<file path="src/rtl/hazard_ctrl.sv">
// Pipeline hazard and stage-control unit for the 5-stage MIPS core: load-use stall,
// branch flush, memory-busy freeze, optional single-step debug, forwarding selects and perf counters.
module hazard_ctrl #(
  parameter int unsigned ADDR_W   = 5,
  parameter int unsigned LOAD_LAT = 1,
  parameter int unsigned BR_FLUSH = 1,
  parameter int unsigned CNT_W    = 32,
  parameter int unsigned DEBUG_EN = 0
) (
  input  logic              clk,
  input  logic              rst,
  input  logic              debug_en,
  input  logic              debug_step,
  input  logic [ADDR_W-1:0] addr_rs,
  input  logic [ADDR_W-1:0] addr_rt,
  input  logic              rs_used,
  input  logic              rt_used,
  input  logic              is_store,
  input  logic [ADDR_W-1:0] regw_addr_exe,
  input  logic              wb_wen_exe,
  input  logic              mem_ren_exe,
  input  logic [ADDR_W-1:0] regw_addr_mem,
  input  logic              wb_wen_mem,
  input  logic              mem_ren_mem,
  input  logic              jump_en,
  input  logic              mem_busy,
  output logic              if_rst,
  output logic              id_rst,
  output logic              exe_rst,
  output logic              mem_rst,
  output logic              wb_rst,
  output logic              if_en,
  output logic              id_en,
  output logic              exe_en,
  output logic              mem_en,
  output logic              wb_en,
  output logic [1:0]        exe_fwd_a_ctrl,
  output logic [1:0]        exe_fwd_b_ctrl,
  output logic              mem_fwd_m,
  output logic [CNT_W-1:0]  stall_cycles,
  output logic [CNT_W-1:0]  flush_cycles
);

  localparam int unsigned LC_W = 4;

  logic [LC_W-1:0]  ld_cnt_q, ld_cnt_d;
  logic [LC_W-1:0]  br_cnt_q, br_cnt_d;
  logic [CNT_W-1:0] stall_cycles_q, stall_cycles_d;
  logic [CNT_W-1:0] flush_cycles_q, flush_cycles_d;
  logic             debug_step_prev_q, debug_step_prev_d;

  logic hit_exe_rs, hit_exe_rt, hit_mem_rs, hit_mem_rt;
  logic lu, dbg_hold, hold, stall_eff, flush_eff;

  // Select for one operand; an EXE ALU result is newer than anything in MEM.
  function automatic logic [1:0] fwd_sel(input logic used, input logic hit_e, input logic ld_e,
                                         input logic hit_m, input logic ld_m);
    logic [1:0] sel;
    sel = 2'd0;
    if (used && hit_m) sel = ld_m ? 2'd3 : 2'd2;
    if (used && hit_e && !ld_e) sel = 2'd1;
    return sel;
  endfunction

  always_comb begin
    hit_exe_rs = wb_wen_exe && (regw_addr_exe == addr_rs) && (regw_addr_exe != '0);
    hit_exe_rt = wb_wen_exe && (regw_addr_exe == addr_rt) && (regw_addr_exe != '0);
    hit_mem_rs = wb_wen_mem && (regw_addr_mem == addr_rs) && (regw_addr_mem != '0);
    hit_mem_rt = wb_wen_mem && (regw_addr_mem == addr_rt) && (regw_addr_mem != '0);

    lu        = mem_ren_exe && ((rs_used && hit_exe_rs) || (rt_used && !is_store && hit_exe_rt));
    dbg_hold  = (DEBUG_EN != 0) && debug_en && !(debug_step && !debug_step_prev_q);
    hold      = dbg_hold || mem_busy;
    stall_eff = !hold && (lu || (ld_cnt_q != '0));
    flush_eff = !hold && !stall_eff && (jump_en || (br_cnt_q != '0));
  end

  // Next-state for the stall/flush counters, perf counters and step edge detector.
  always_comb begin
    ld_cnt_d          = ld_cnt_q;
    br_cnt_d          = br_cnt_q;
    stall_cycles_d    = stall_cycles_q;
    flush_cycles_d    = flush_cycles_q;
    debug_step_prev_d = debug_step;

    if (!hold) begin
      if (ld_cnt_q != '0)   ld_cnt_d = ld_cnt_q - LC_W'(1);
      else if (lu)          ld_cnt_d = LC_W'(LOAD_LAT - 1);

      // A jump that loses to a stall keeps its full length for after the stall.
      if (jump_en)          br_cnt_d = stall_eff ? LC_W'(BR_FLUSH) : LC_W'(BR_FLUSH - 1);
      else if (br_cnt_q != '0 && !stall_eff) br_cnt_d = br_cnt_q - LC_W'(1);
    end

    if (stall_eff && (stall_cycles_q != '1)) stall_cycles_d = stall_cycles_q + CNT_W'(1);
    if (flush_eff && (flush_cycles_q != '1)) flush_cycles_d = flush_cycles_q + CNT_W'(1);
  end

  always_ff @(posedge clk) begin
    if (rst) begin
      ld_cnt_q          <= '0;
      br_cnt_q          <= '0;
      stall_cycles_q    <= '0;
      flush_cycles_q    <= '0;
      debug_step_prev_q <= 1'b0;
    end else begin
      ld_cnt_q          <= ld_cnt_d;
      br_cnt_q          <= br_cnt_d;
      stall_cycles_q    <= stall_cycles_d;
      flush_cycles_q    <= flush_cycles_d;
      debug_step_prev_q <= debug_step_prev_d;
    end
  end

  // Stage control and forwarding outputs.
  always_comb begin
    if_rst         = 1'b0;
    id_rst         = flush_eff;
    exe_rst        = stall_eff;
    mem_rst        = 1'b0;
    wb_rst         = mem_busy && !dbg_hold;
    if_en          = !hold && !stall_eff;
    id_en          = !hold && !stall_eff;
    exe_en         = !hold;
    mem_en         = !hold;
    wb_en          = !dbg_hold;
    exe_fwd_a_ctrl = fwd_sel(rs_used, hit_exe_rs, mem_ren_exe, hit_mem_rs, mem_ren_mem);
    exe_fwd_b_ctrl = fwd_sel(rt_used, hit_exe_rt, mem_ren_exe, hit_mem_rt, mem_ren_mem);
    mem_fwd_m      = rt_used && is_store && mem_ren_exe && hit_exe_rt;

    if (rst) begin
      {if_rst, id_rst, exe_rst, mem_rst, wb_rst} = 5'b11111;
      {if_en, id_en, exe_en, mem_en, wb_en}      = 5'b11111;
      exe_fwd_a_ctrl = 2'd0;
      exe_fwd_b_ctrl = 2'd0;
      mem_fwd_m      = 1'b0;
    end
  end

  assign stall_cycles = stall_cycles_q;
  assign flush_cycles = flush_cycles_q;

endmodule

</file>
<file path="config.mk">
export PLATFORM = sky130hd
export DESIGN_NAME = hazard_ctrl
export DESIGN_NICKNAME = d
export VERILOG_FILES = /design/src/rtl/hazard_ctrl.sv
export SDC_FILE = /design/constraint.sdc
export NUM_CORES = 1
export LEC_CHECK = 0
export BUFFER_PORTS_ARGS = -buffer_cell sky130_fd_sc_hd__buf_2
export CELL_PAD_IN_SITES_DETAIL_PLACEMENT = 1
export CELL_PAD_IN_SITES_GLOBAL_PLACEMENT = 2
export CORE_MARGIN = 5
export CORE_UTILIZATION = 30
export CTS_BUF_LIST = sky130_fd_sc_hd__clkbuf_2 sky130_fd_sc_hd__clkbuf_4 sky130_fd_sc_hd__clkbuf_8
export CTS_CLUSTER_DIAMETER = 100
export DETAILED_ROUTE_END_ITERATION = 10
export PLACE_DENSITY = 0.88
export RECOVER_POWER = 100
export SKIP_LAST_GASP = 1
export SLEW_MARGIN = 20
export SYNTH_ARGS = -nofsm -noshare
export SYNTH_HDL_FRONTEND = slang
export SYNTH_SLANG_ARGS = --single-unit
</file>
<file path="constraint.sdc">
create_clock -name clk -period 3.2 [get_ports clk]
set_clock_uncertainty 0.1 [all_clocks]
set_input_delay 0.16 -clock clk [delete_from_list [all_inputs] [get_ports clk]]
set_output_delay 0.16 -clock clk [all_outputs]
set_load 0.01 [all_outputs]
</file>
Yosys cells after proc, flatten, opt, wreduce, memory -nomap -nowiden
Cells that the tools add are included.

Shifts and indexed selects: 0. Equality and inequality tests: 6. Multiplexer cells: 19. $add $sub $neg: 4. Reduce and logical (&&, ||, !) cells: 41. Div/mod/pow operators: 0. Bitwise operators: 1. Multiply operators: 0. Magnitude comparators: 0.

Operator list (number): adder 32 x 1 -> 32 bit (second input constant) (2); != test 32 bit (second input constant) (2); logical AND 1 bit (26); equality test 5 bit (4); two-way mux 4 bit (4); two-way mux 2 bit (6); nonzero test 5 bit (2); two-way mux 1 bit (9); nonzero test 4 bit (2); subtractor 4 x 1 -> 4 bit (second input constant) (2); zero test 1 bit (4); AND reduction 2 bit (2); nonzero test 2 bit (2); logical OR 1 bit (3); NOT 1 bit (1).

Bits of input ports: 33. Output and inout port bits: 79. Memory bits (writable): 0. ROM bits: 0. Register bits: 72. Memories kept: 0. Latch bits: 0. Word-level logic and storage cells: 75.

Longest topological paths before layout
Gate-level depths: netlist of the first run.

Word-level depth: 12. Depth in mapped cells: 10. Gate-level depth less buffers: 8.

Worst setup path before layout of the first run
OpenSTA, ideal clock, no wires.

Kind: register to register. Start: register flush_cycles_q[0], in the netlist flush_cycles[0]. End: register flush_cycles_q[29], in the netlist flush_cycles[29]. Period minus slack after synthesis: 2.465 ns. Cell stages (with the launch flop): 10. Arrival time: 2.295 ns. Buffers on the path: 2. Setup time: 0.070 ns. Slack: 0.735 ns. Required time: 3.030 ns. Cells stage by stage: dfxtp_1 ha_1 nand2_1 nor3_1 and3_1 buf_6 or4_4 buf_6 or4_1 a21oi_1.

Longest elaborated chain between the ends: 2.

Ends and longest elaborated chain: start: declaration (line 49) `logic [CNT_W-1:0] flush_cycles_q, flush_cycles_d;`; start signal: assignment (line 110) `flush_cycles_q <= flush_cycles_d;`; parallel branches: the longest is 2 deep, another holds adder 32 x 1 -> 32 bit.

Parallel ways; which one is timed is not known. A chain may end at the register's enable or synchronous reset.

Worst setup path in the final report of the first run
Start: register stall_cycles_q[6], in the netlist stall_cycles[6]. End: register stall_cycles_q[23], in the netlist stall_cycles[23].

Longest elaborated chain between the ends: 2.

Ends and longest elaborated chain: start: declaration (line 48) `logic [CNT_W-1:0] stall_cycles_q, stall_cycles_d;`; start signal: assignment (line 109) `stall_cycles_q <= stall_cycles_d;`; parallel branches: the longest is 2 deep, another holds adder 32 x 1 -> 32 bit.

Parallel ways; which one is timed is not known.

==> run summary, run 1 <==
The first detailed-routing pass took 6 iterations. The final total power is 1.89 mW. The area growth from synthesis to layout is 17.1%. The share of synthesized registers carrying an async set or reset was 0; the cell count after synthesis was 535. The first routing iteration left 187 violations. The tools report the initial antenna violation count as 0. The leakage power is 1.59 nW. Power spread over the standard cell area amounts to 373 nW/um2. The horizontal die dimension was 130 um. The category of cells accounting for the largest share of critical-path delay was simple AND/OR/NAND/NOR gates.

The initialized floorplan defines 43 standard-cell rows. The routed wire length is 13200 um, and the register bit total from synthesis is 72. The global-route wire length before repair was 22100 um; the achievable frequency was 359 MHz. Across the VDD grid, the largest voltage drop is 0.154 mV. The run finished, with violations left.

Entering global routing, the biggest net connects 101 pins. At the later pin of the worst-skew pair, clock insertion delay measures 0.36 ns. The clock passes through at most 2 buffers.

The actual slew at the worst max-slew pin came out at 2.09 ns. The synthesis warning total was 0; the area of the die was 16900 um2. For the post-cts sizing count, the log shows 0. In the final design database the tool counted 659 nets. The logs give 4450 for the via count of the first global-routing pass and 0.309 for the starting density of the core.

The data required time of the critical path came out at 3.35 ns. Final critical-path required period: 2.78 ns. Placer congestion estimate: 0.813.

The tightest min-delay check is of the in2reg type. The H-tree was split into 3 levels. The number of buffers and inverters on the critical path is 0. The total area inside the core boundary comes to 14000 um2.

The tools report the max-slew headroom at the worst pin as -0.392. The repair_antennas step left the layout with diodes totalling 0. For the total track usage, the log shows 0.158. The number of maximum-capacitance constraint violations is 1, and the overall via count from detail_route is 4470. In this run the remaining antenna-violating nets after routing total 0. For this run, the leading register cell type out of synthesis is sky130_fd_sc_hd__dfxtp_1.

STA classifies the critical path startpoint as a register. The proportion of synthesized chip area in sequential cells is 0.334, and the maximum fanout along the worst path is 7. CTS placed an instance of sky130_fd_sc_hd__clkbuf_8 at the clock tree root. Yosys mapped a number of flops with a built-in enable equal to 0. Sequential cell area: 1440 um2. Data arrives at the worst endpoint at 2.94 ns. The number of buffers inserted by post-CTS setup repair is 0, and the final cycle utilization of the critical path is 0.870. In the routed design, unresolved DRC markers number 0. The tools report the number of hold-repair buffers added at the cts stage as 0. Once layout is complete, the cells apart from fillers number 807. Counting every net in the synthesized netlist gives 571. STA classifies the critical path endpoint as a register.

For the post-layout utilization of the core, the log shows 0.361. Clock-pin slew was measured on the worst setup and hold paths at 0.07 ns. The multi-input combinational cells in the finished layout cover a total of 2610 um2. The number of sinks driven by the clock tree came out at 72. The final global-route overflow total came out at 0. The average size of a mapped cell was 8.07 um2.

The final reports fail on max-capacitance violations, max-slew violations. TritonCTS built the clock tree. The tools report the final-layout setup total negative slack as 0 ns. In the routed layout, each cell is associated on average with a via count of 5.54. The share of layout cells above drive strength 1 was 0.132; the detailed-placement wirelength estimate was 9460 um.

From bottom edge to top edge, the die measures 130 um. Setup repair after global routing left no endpoint under its margin. Buffers placed on the I/O ports in this run total 108.

Counting distinct cell types in the post-synthesis netlist gives 56. The cell total after placement is 792, and the number of I/O pins is 112. The number of failing setup endpoints in the final timing report came out at 0. The critical path goes through nand4_1, nor4_1, and3_1, nand3_1, or4_1, a21oi_1. The largest single stage delay on the critical path is 0.77 ns. Critical-path cell with the highest stage delay: sky130_fd_sc_hd__nor4_1. The mapped netlist covers 4320 um2. For the number of hold violations in the final report, the log shows 0. The tools report the total CTS buffers as 9. The average wire per standard cell came out at 16.3 um.

The run gives 101 as the max-slew violation count. Smallest hold slack: 0.0382 ns. The fill cell instance count of the final layout came out at 1760. Classification of the worst setup path: reg2reg.
-- cell usage in the layout (no fill, tap or decap), types with 4 or more instances in the layout --
master,netlist,final
sky130_fd_sc_hd__a21oi_1,48,48
sky130_fd_sc_hd__and3_1,7,7
sky130_fd_sc_hd__and4_1,4,4
sky130_fd_sc_hd__buf_2,5,33
sky130_fd_sc_hd__buf_4,10,4
sky130_fd_sc_hd__clkbuf_1,20,76
sky130_fd_sc_hd__clkbuf_8,0,9
sky130_fd_sc_hd__dfxtp_1,72,72
sky130_fd_sc_hd__inv_1,16,16
sky130_fd_sc_hd__mux2_2,15,14
sky130_fd_sc_hd__nand2_1,36,36
sky130_fd_sc_hd__nand2b_1,4,4
sky130_fd_sc_hd__nand3_1,26,26
sky130_fd_sc_hd__nand4_1,20,20
sky130_fd_sc_hd__nor2_1,35,35
sky130_fd_sc_hd__nor2b_1,19,19
sky130_fd_sc_hd__nor3_1,14,14
sky130_fd_sc_hd__nor4_1,14,15
sky130_fd_sc_hd__o21ai_0,16,17
sky130_fd_sc_hd__o31ai_1,36,36
sky130_fd_sc_hd__o41ai_1,4,4
sky130_fd_sc_hd__or3_1,15,15
sky130_fd_sc_hd__or4_1,36,37
sky130_fd_sc_hd__xnor2_1,16,16
sky130_fd_sc_hd__xor2_1,4,4
-- cell type report --
cell class / count / share of cell area
clock inverters: 4 / 0.0139
inverters: 16 / 0.0119
well taps: 180 / 0.0445
clock buffers: 11 / 0.0275
repair buffers: 116 / 0.101
multi-input cells: 408 / 0.516
flip-flops and latches: 72 / 0.285
-- cells by family after synthesis --
group	count (synthesis)	share of synthesized area
multiplexers	16	0.0414
XOR/XNOR	20	0.0406
AO/OA/AOI/OAI	119	0.176
adder cells (fa/ha/maj)	3	0.00869
AND/OR/NAND/NOR	249	0.338
other	1	0.000868
flip-flops	72	0.334
buffers and inverters	55	0.0614
-- synth_stat cells, types with 3 or more instances --
master                     number  area, um2
sky130_fd_sc_hd__nor4_1        14       87.6
sky130_fd_sc_hd__a21oi_1       48        240
sky130_fd_sc_hd__or4_1         36        270
sky130_fd_sc_hd__clkbuf_1      20       75.1
sky130_fd_sc_hd__or2_2          3       18.8
sky130_fd_sc_hd__nand2b_1       4       25.0
sky130_fd_sc_hd__mux2_2        15        169
sky130_fd_sc_hd__o21ai_0       16       80.1
sky130_fd_sc_hd__nor2_1        35        131
sky130_fd_sc_hd__dfxtp_1       72       1440
sky130_fd_sc_hd__nand2_1       36        135
sky130_fd_sc_hd__o31ai_1       36        270
sky130_fd_sc_hd__xor2_1         4       35.0
sky130_fd_sc_hd__inv_1         16       60.1
sky130_fd_sc_hd__nand3_1       26        130
sky130_fd_sc_hd__and3_1         7       43.8
sky130_fd_sc_hd__ha_1           3       37.5
sky130_fd_sc_hd__nor2b_1       19        119
sky130_fd_sc_hd__or3_1         15       93.8
sky130_fd_sc_hd__o41ai_1        4       35.0
sky130_fd_sc_hd__buf_2          5       25.0
sky130_fd_sc_hd__and4_1         4       35.0
sky130_fd_sc_hd__nor3_1        14       70.1
sky130_fd_sc_hd__nand4_1       20        125
sky130_fd_sc_hd__xnor2_1       16        140
sky130_fd_sc_hd__buf_4         10       75.1
sky130_fd_sc_hd__nor4_2         3       37.5
-- stage by stage --
| stage | cell area, um2 | setup slack (ns) |
|---|---|---|
| after floorplan | 4320 | 0.735 |
| final | 5060 | 0.415 |
| after global routing | 5060 | 0.218 |
| after CTS | 5180 | 0.581 |
| after detailed placement | 4980 | 0.606 |
| after global placement | 4980 | 0.673 |
-- state kept, by name, summed over array words and instances, names as in the netlist --
signal	cells
stall_cycles	32
flush_cycles	32
ld_cnt_q	4
br_cnt_q	4
-- final timing paths --
kind / start / end / slack [ns] / cells past startpoint
worst min-delay path: jump_en / br_cnt_q[0] / 0.04 / 3
worst max register to register: stall_cycles[6] / stall_cycles[23] / 0.42 / 6
worst max-delay path: stall_cycles[6] / stall_cycles[23] / 0.42 / 6
worst min register to register: br_cnt_q[1] / br_cnt_q[1] / 0.40 / 2
-- report_power, final --
group          leakage, nW  total [mW]  switching, mW  internal (mW)
clock network        0.110       0.802          0.352          0.450
logic                0.897       0.176          0.112         0.0649
registers            0.580       0.909        0.00637          0.903
total                 1.59        1.89          0.470           1.42
-- worst reg2reg max path: cells and delay by family, from the launching register on --
family	cells	cell delay, ns
AO/OA/AOI/OAI	1	0.14
flip-flops	1	0.44
AND/OR/NAND/NOR	5	2.00
-- metal layers --
layer  global-route usage  part of all wire  up-vias  wire length [um]
li1                     -                 -     2182                 -
met1                0.208              0.45     2167              5980
met2                0.257              0.48      102              6270
met3               0.0336             0.053       19               694
met4               0.0581             0.018        0               233
met5                    0                 0        -                 0
(Power assumes the default switching activity.)
==> run 2: changes to the inputs <==
--- a/config.mk
+++ b/config.mk
@@ -9,11 +9,11 @@
 export CELL_PAD_IN_SITES_DETAIL_PLACEMENT = 1
 export CELL_PAD_IN_SITES_GLOBAL_PLACEMENT = 2
 export CORE_MARGIN = 5
-export CORE_UTILIZATION = 30
+export CORE_UTILIZATION = 31
 export CTS_BUF_LIST = sky130_fd_sc_hd__clkbuf_2 sky130_fd_sc_hd__clkbuf_4 sky130_fd_sc_hd__clkbuf_8
 export CTS_CLUSTER_DIAMETER = 100
 export DETAILED_ROUTE_END_ITERATION = 10
-export PLACE_DENSITY = 0.88
+export PLACE_DENSITY = 0.91
 export RECOVER_POWER = 100
 export SKIP_LAST_GASP = 1
 export SLEW_MARGIN = 20
==> run summary, run 2 (synthesized netlist as in run 1, its figures left out) <==
Largest voltage drop on the vdd net: 0.158 mV. The share of total power in the clock network was 0.383. Across all register-to-register paths, the minimum setup slack is 0.43 ns. The worst path buffer plus inverter count came out at 1.

At the end of routability-driven placement, the weighted congestion stood at 0.817. Once the clock tree was built, the resizer swapped 0 gates to a different size. The number of buffers inserted by post-CTS setup repair came out at 0.

The capturing point of the worst reg2reg path is stall_cycles[11]. Clock-pin slew was measured on the worst setup and hold paths at 0.08 ns. The final cycle utilization of the critical path is 0.864. TritonCTS built the clock tree. Entering global routing, the biggest net connects 101 pins. The checks that failed: max-capacitance violations, max-slew violations. The number of placement rows was 43. The via-per-instance ratio came out at 5.52. The share of layout cells above drive strength 1 is 0.131. The category of the worst setup path launch point was a register. The max-slew violation count came out at 101. In this run the standard cell core region covers 13800 um2. The critical path is of the reg2reg type. In the post-route analysis, the smallest setup slack over all paths is 0.434 ns. The critical path's largest stage delay was 0.68 ns. During I/O placement, the number of pins put on the boundary was 112.

The final-layout setup total negative slack was 0 ns. Setup repair after global routing left no endpoint under its margin. The part of the total power dissipated in sequential elements came out at 0.518. The number of sinks driven by the clock tree came out at 72.

Broken down by cell family, the worst path's largest delay share belongs to simple AND/OR/NAND/NOR gates. The run gives 1752 as the fill cell instance count of the final layout. The post-place setup slack is 0.623 ns, and the via count of the first global-routing pass is 4453. Setup violations remaining at the end of the flow were counted as 0. The tools report the post-detailed-route count of antenna-violating nets as 0.

The hold path startpoint was jump_en. In this run the tool buffered the top-level ports with 108 buffer cells. The total track usage was 0.156. For this run, design rule violations remaining after detail routing come to 0.

The leakage power was 1.55 nW. The critical path goes through nand4_1, or4_1, nor4_1, buf_4, or4_1, nor2_1, mux2_2. The tools report the net count of the finished layout as 660. The die is 128 um tall. Summed over all nets, the switching power comes to 0.464 mW. The die covers 16400 um2.

In this run the cell area measured after placement is 4980 um2. Buffers inserted to repair hold after CTS numbered 0. The horizontal die dimension was 128 um.

The library cells used most frequently in the layout, excluding fill and tap cells, are sky130_fd_sc_hd__clkbuf_1 (77), sky130_fd_sc_hd__dfxtp_1 (72), sky130_fd_sc_hd__a21oi_1 (48), sky130_fd_sc_hd__or4_1 (37). The run finished, with violations left. The actual slew at the worst max-slew pin works out to 2.03 ns. The critical-path cell with the highest stage delay was sky130_fd_sc_hd__or4_1.

The tools report the end point of the most critical hold path as br_cnt_q[0]. The worst hold path was traced through 3 stages. The initial antenna violation count is 0, and the final critical-path required period is 2.77 ns.

The H-tree was split into 3 levels. Dividing total power by cell area gives a power density of 350 nW/um2. In this run, the number of DRC markers left after iteration 0 of detailed routing was 184. Data on the critical path is required at its endpoint by 3.35 ns.

The maximum clock insertion buffer count is 2. Most common cell after layout, fill and taps aside: sky130_fd_sc_hd__clkbuf_1. The latest clock arrival within the worst-skew pair is 0.35 ns, and the number of cell instances on the worst register-to-register path is 7. The tools report the number of maximum-capacitance constraint violations as 1. Once layout is done, the placed cells without fillers occupy 5010 um2. The maximum fanout along the worst path was 24. The tools report the total CTS buffers as 9. The path class of the tightest hold or removal check is in2reg.

The fraction of power spent switching nets was 0.264. By instance count, the cell type seen most on the critical path is sky130_fd_sc_hd__or4_1. The logs give 21400 um for the global-route wire length before repair and 9290 um for the detailed-placement wirelength estimate. The area growth from synthesis to layout is 16.1%.

Cell internal power was estimated by the tool at 1.29 mW. The max-slew headroom at the worst pin was -0.354; the routed wire length was 13000 um. The overall via count from detail_route came out at 4461. STA puts the critical path data arrival time at 2.91 ns. The logs give 0 for the antenna cell count and 4 for the total iterations of the first detailed-routing run.

The average wire per standard cell was 16.0 um; the starting density of the core was 0.314. Cell at the root of the clock tree: sky130_fd_sc_hd__clkbuf_8. The tools report the source of the worst register-to-register timing path as stall_cycles[7]. Summed over all layers, the global routing overflow is 0.

Static timing analysis puts the maximum clock frequency at 361 MHz. For the number of hold violations in the final report, the log shows 0. Type of destination of the critical path: a register. The combinational group share of total power was 0.099.
-- run 2: changes by cell type in the layout (fill, tap and decap cells not counted), moves of 2 or more --
cell | previous run | this run
sky130_fd_sc_hd__bufinv_16 | 2 | 0
sky130_fd_sc_hd__buf_2 | 33 | 31
sky130_fd_sc_hd__buf_4 | 4 | 7
sky130_fd_sc_hd__clkbuf_8 | 9 | 11
-- run 2: power by group through the flow --
stage	sequential [mW]	combinational (mW)	clock [mW]
after floorplan	0.930	0.112	0
after global placement	0.930	0.173	0
after detailed placement	0.930	0.184	0
after CTS	0.909	0.184	0.697
after global routing	0.911	0.197	0.738
final	0.910	0.174	0.672
-- run 2: how the worst max path moves through the flow --
stage	from	end	slack [ns]	cells past startpoint
after floorplan	flush_cycles[0]	flush_cycles[29]	0.73	9
after global placement	flush_cycles[0]	flush_cycles[23]	0.65	7
after detailed placement	regw_addr_exe[0]	flush_cycles[8]	0.62	8
after CTS	flush_cycles[0]	flush_cycles[29]	0.60	7
after global routing	stall_cycles[6]	stall_cycles[8]	0.31	7
final	stall_cycles[7]	stall_cycles[11]	0.43	7
-- run 2: worst min-delay path, cell delays in order --
cell                      delay, ns
sky130_fd_sc_hd__buf_2         0.10
sky130_fd_sc_hd__or3_1         0.10
sky130_fd_sc_hd__a31oi_1       0.08
-- run 2: layout make-up --
type	instances	area, um2	area share
Sequential cell	72	1440	0.287
Timing Repair Buffer	117	522	0.104
Tap cell	180	225	0.0449
Clock buffer	12	159	0.0317
Multi-Input combinational cell	408	2590	0.516
Clock inverter	3	17.5	0.00349
Inverter	16	60.1	0.0120
-- run 2: stage by stage --
step / hold slack [ns] / total power, mW / std cells / util
finish: 0.0415 / 1.76 / 808 / 0.364
global route: 0.0441 / 1.85 / 808 / 0.364
CTS: 0.0255 / 1.79 / 808 / 0.375
detailed placement: 0.396 / 1.11 / 793 / 0.362
global placement: 0.373 / 1.10 / 793 / 0.362
floorplan: 0.262 / 1.04 / 535 / -
-- run 2: layer usage --
metal / part of all wire / wire, um / global-route usage
met5: 0 / 0 / 0
met4: 0.016 / 205 / 0.0456
met3: 0.058 / 757 / 0.0413
met2: 0.47 / 6110 / 0.255
met1: 0.45 / 5880 / 0.203
